==> config.mk <==
export PLATFORM = sky130hd
export DESIGN_NAME = fft4_serializer
export DESIGN_NICKNAME = d
export VERILOG_FILES = /design/src/rtl/fft_pkg.sv /design/src/rtl/fft_bundle_slot.sv /design/src/rtl/fft4_serializer.sv
export SDC_FILE = /design/constraint.sdc
export NUM_CORES = 1
export LEC_CHECK = 0
export BUFFER_PORTS_ARGS = -buffer_cell sky130_fd_sc_hd__buf_2
export CAP_MARGIN = 10
export CORE_UTILIZATION = 50
export CTS_CLUSTER_DIAMETER = 120
export DETAILED_ROUTE_END_ITERATION = 8
export PLACE_DENSITY = 0.7
export SETUP_SLACK_MARGIN = 0.1
export SLEW_MARGIN = 30
export SYNTH_ARGS = -nofsm -noshare
export SYNTH_HDL_FRONTEND = slang
export SYNTH_HIERARCHICAL = 1
export SYNTH_SLANG_ARGS = --single-unit
==> constraint.sdc <==
create_clock -name clk -period 2.7 [get_ports clk]
set_input_delay 0.27 -clock clk [delete_from_list [all_inputs] [get_ports clk]]
set_output_delay 0.27 -clock clk [all_outputs]
set_load 0.005 [all_outputs]
==> src/rtl/fft_pkg.sv <==
// Shared types and constants for the radix-4 bundle serializer.
// Lane 0 is word a and lane 3 is word d.
package fft_pkg;

  localparam int unsigned DEFAULT_WIDTH = 12;
  localparam int unsigned LANES         = 4;

  typedef logic [1:0] lane_idx_t;

  localparam lane_idx_t LAST_IDX = 2'd3;

  typedef enum logic {
    StIdle,
    StShift
  } ser_state_e;

endpackage

==> src/rtl/fft_bundle_slot.sv <==
// One 4-lane bundle register.
// It has a load enable and a synchronous clear.
module fft_bundle_slot
  import fft_pkg::*;
#(
  parameter int unsigned WIDTH = DEFAULT_WIDTH
) (
  input  logic                         clk,
  input  logic                         rst,
  input  logic                         clr,
  input  logic                         load,
  input  logic [LANES-1:0][WIDTH-1:0]  din,
  output logic [LANES-1:0][WIDTH-1:0]  dout
);

  always_ff @(posedge clk or posedge rst) begin
    if (rst) begin
      dout <= '0;
    end else if (clr) begin
      dout <= '0;
    end else if (load) begin
      dout <= din;
    end
  end

endmodule

==> src/rtl/fft4_serializer.sv <==
// Serializes 4-word butterfly bundles into one word per handshake.
// An active slot and a hold slot let back-to-back bundles stream without bubbles.
module fft4_serializer
  import fft_pkg::*;
#(
  parameter int unsigned WIDTH = DEFAULT_WIDTH
) (
  input  logic             clk,
  input  logic             rst,
  input  logic             flush,
  input  logic             in_valid,
  output logic             in_ready,
  input  logic [WIDTH-1:0] a,
  input  logic [WIDTH-1:0] b,
  input  logic [WIDTH-1:0] c,
  input  logic [WIDTH-1:0] d,
  output logic             out_valid,
  input  logic             out_ready,
  output logic [WIDTH-1:0] out_data,
  output logic [1:0]       out_idx,
  output logic             out_last,
  output logic             busy
);

  ser_state_e state;
  logic       hold_v;
  lane_idx_t  idx;
  lane_idx_t  next_idx;

  logic active_v;
  logic accept;
  logic xfer;
  logic end_b;
  logic active_load;
  logic hold_load;

  logic [LANES-1:0][WIDTH-1:0] in_words;
  logic [LANES-1:0][WIDTH-1:0] active_din;
  logic [LANES-1:0][WIDTH-1:0] active_words;
  logic [LANES-1:0][WIDTH-1:0] hold_words;

  assign in_words = {d, c, b, a};
  assign active_v = (state == StShift);

  assign in_ready = !hold_v && !rst;
  assign accept   = in_valid && in_ready;
  assign xfer     = out_valid && out_ready;
  assign end_b    = xfer && (idx == LAST_IDX);
  assign next_idx = idx + 2'd1;

  // At the end of a bundle, the active slot refills from hold if it is full.
  // Otherwise a same-cycle accept refills the active slot directly.
  assign active_load = !flush && ((!active_v && accept) || (end_b && (hold_v || accept)));
  assign hold_load   = !flush && active_v && accept && !end_b;
  assign active_din  = hold_v ? hold_words : in_words;

  fft_bundle_slot #(
    .WIDTH (WIDTH)
  ) u_active_slot (
    .clk  (clk),
    .rst  (rst),
    .clr  (flush),
    .load (active_load),
    .din  (active_din),
    .dout (active_words)
  );

  fft_bundle_slot #(
    .WIDTH (WIDTH)
  ) u_hold_slot (
    .clk  (clk),
    .rst  (rst),
    .clr  (flush),
    .load (hold_load),
    .din  (in_words),
    .dout (hold_words)
  );

  always_ff @(posedge clk or posedge rst) begin
    if (rst) begin
      state     <= StIdle;
      hold_v    <= 1'b0;
      idx       <= '0;
      out_data  <= '0;
      out_valid <= 1'b0;
    end else if (flush) begin
      state     <= StIdle;
      hold_v    <= 1'b0;
      idx       <= '0;
      out_valid <= 1'b0;
    end else begin
      case (state)
        StIdle: begin
          if (accept) begin
            state     <= StShift;
            idx       <= '0;
            out_data  <= a;
            out_valid <= 1'b1;
          end
        end
        StShift: begin
          if (hold_load) begin
            hold_v <= 1'b1;
          end
          if (end_b) begin
            idx <= '0;
            if (hold_v) begin
              out_data <= hold_words[0];
              hold_v   <= 1'b0;
            end else if (accept) begin
              out_data <= a;
            end else begin
              state     <= StIdle;
              out_valid <= 1'b0;
            end
          end else if (xfer) begin
            idx      <= next_idx;
            out_data <= active_words[next_idx];
          end
        end
        default: state <= StIdle;
      endcase
    end
  end

  assign out_idx  = idx;
  assign out_last = out_valid && (idx == LAST_IDX);
  assign busy     = active_v || hold_v;

endmodule

==> impl_metrics.ini <==
[status]
status = finished, final reports clean

[grt]
grt_pass1_vias = 4610
grt_remaining_overflow = 0
grt_pass1_wl_um = 25000
antenna_found_initial = 0
grt_usage = 0.257
grt_max_degree = 64

[timing]
tightest_slew_ps = 845
setup_violations = 0
finClkSkew_ps = 8.76
setup_ws_ps = 469
max_freq_ghz = 0.448
rsz0062_at_grt = false
max_slew_margin = 0.435
period_needed_ps = 2230
hold_violations = 0
final.period_utilization = 0.826
drv_slew = 0
fin_tns_setup_ps = 0

[placed_design]
port_buffers = 70
gp_congestion = 0.807
dp_slack_ps = 615
hpwl_um = 9640

[layout]
fillers = 1002
multi_input_area_sq_um = 3000
diodes = 0
layout-drive-gt1-share = 0.343
seqCellArea_sq_um = 2830
area_growth_pct = 17.4
fin_util = 0.603
nets = 668

[logic_synthesis]
synth-async-reset-ratio = 1.00
synth_edf_count = 0
syn_inst = 556
avgSynthCellArea_sq_um = 11.1
ys_seq_area_frac = 0.456
synth_cell_type_count = 30
synth-main-ff-cell = dfrtp_1
syn_nets = 610
synth_area_sq_um = 6190
ys_ff_latch = 113
ys_warn_count = 6

[critical_path]
crit_required_ps = 2970
worstSetupEndpointType = flop
start_kind = input pin
crit_arrival_ps = 2500
max_stage_delay_ps = 550
crit_chain = dlygate4sd3_1 -> buf_2 -> or3b_1 -> nor4_2 -> buf_12 -> mux2i_1 -> nor2_1
cp_slowest_cell = dlygate4sd3_1
critPathMaxFanout = 27
cp_top_family = buffers and inverters
criticalPathCategory = in -> reg
path_buf_inv = 3

[floorplanning]
dieArea_sq_um = 12800
io_pins = 71
die_h_um = 113
rows = 40
die_w_um = 113
initial_utilization = 0.514
core_sq_um = 12100

[clock_tree]
cts_buffers = 17
h-tree-depth = 4
clkTransAtPathRegs_ps = 50
ctsLongestPathBuffers = 2
ctsResizeCount = 0
tritoncts = done
cts_sinks = 113
clk_latency_ps = 420
cts-root-buf = clkbuf_16

[routing]
drt_iter0_drc = 399
remaining_drc_errors = 0
via_per_inst = 5.67
vias = 4510
drt_first_pass_iters = 7
wirelength_um = 15400
wl_per_cell_um = 19.4
ant_nets = 0

[pwr]
power.total_w = 0.00499
powerDensity_nw_per_um2 = 686
vdd.ir_drop.worst_uv = 343
intPower_w = 0.00383
clockPowerShare = 0.512
seqPwrFrac = 0.371
power_switching_w = 0.00116
p_sw_frac = 0.232
p_leak_nw = 3.20
power_frac_comb = 0.117

[flow_run]
max_cap_viol_count = 0

[min_path]
hp-class = in -> reg
worst register-to-register path, cell delays in order (launching register included):
cell	delay, ps
dfrtp_1	400
ha_1	240
and3_1	210
nor4_2	470
buf_12	310
mux2i_1	290
nor2_1	60
Yosys cell counts (all sizes together), types with 2 or more instances:
cell    count  share of area
dfrtp     113           0.46
nor2      112          0.068
mux2i      97           0.16
mux2       96           0.18
buf        23          0.039
clkbuf     22          0.013
inv        18          0.011
a21oi      17          0.014
o21ai      16          0.013
a222oi     12          0.019
a31oi      12          0.012
and3        2         0.0020
nand2b      2         0.0020
nand3       2         0.0016
nor3        2         0.0016
worst paths after layout:
check                                             from                      to  slack [ps]  cells past startpoint
worst max-delay path                               rst    u_hold_slot/dout[45]         470                      7
worst min register to register  u_active_slot/dout[47]  u_active_slot/dout[47]         510                      2
worst min-delay path                             b[10]    u_hold_slot/dout[22]         110                      3
worst max register to register              out_idx[1]    u_hold_slot/dout[45]         570                      6
max in group asynchronous                          rst    u_hold_slot/dout[32]        1300                      4
min in group asynchronous                          rst     u_hold_slot/dout[3]         560                      3
through the flow:
stage               hold slack [ps]  std cells  instance area, sq um
global route                    119        795                  7270
global placement                396        762                  6590
CTS                             105        795                  7270
detailed placement              408        762                  6590
floorplan                       196        556                  6190
finish                          113        795                  7270
power groups by stage:
stage | clock, W | combinational (W) | sequential [W]
global route | 0.00266 | 0.000634 | 0.00186
finish | 0.00255 | 0.000585 | 0.00185
floorplan | 0 | 0.000398 | 0.00185
CTS | 0.00257 | 0.000584 | 0.00185
global placement | 0 | 0.000560 | 0.00187
detailed placement | 0 | 0.000573 | 0.00187
kinds of logic after synthesis:
logic type / count (synthesis) / share of synthesized area
AOI/OAI and AO/OA: 58 / 0.0594
adders and majority gates: 1 / 0.00202
buffers and inverters: 63 / 0.0628
DFF: 113 / 0.456
muxes: 193 / 0.335
and+or+nand+nor: 128 / 0.0844
cell usage in the layout (no fill, tap or decap), types with 3 or more instances in the layout:
master / instances
clkbuf_16: 17
buf_4: 11
clkinv_2: 4
mux2i_1: 97
a222oi_1: 12
buf_12: 3
mux2_2: 90
bufinv_16: 6
dfrtp_1: 112
a31oi_1: 12
buf_2: 69
mux2_4: 6
nor2_1: 112
o21ai_0: 16
a21oi_1: 17
inv_1: 16
metal layers:
metal,GRT usage,share of wire
met1,0.351,0.46
met2,0.404,0.48
met3,0.0536,0.045
met4,0.0982,0.017
met5,0,0
state kept, by name, summed over array words and instances (netlist names):
name                cells
u_active_slot/dout     48
hold_v                  1
out_valid               1
out_idx                 2
u_hold_slot/dout       48
out_data               12
active_v                1
area by class of cell:
| type | instances | area share |
|---|---|---|
| flip-flops and latches | 113 | 0.389 |
| repair buffers | 84 | 0.0685 |
| inverters | 18 | 0.00964 |
| clock buffers | 21 | 0.0633 |
| clock inverters | 11 | 0.0286 |
| well taps | 168 | 0.0289 |
| multi-input cells | 380 | 0.412 |
what timing repair did:
item | in CTS | in global routing
hold buffers | 1 | 0
endpoints found under the setup margin | 0 | 0
hold endpoints to repair | 17 | 0
buffers inserted | 0 | 0
Note: power is estimated with default switching activity, not from simulation.
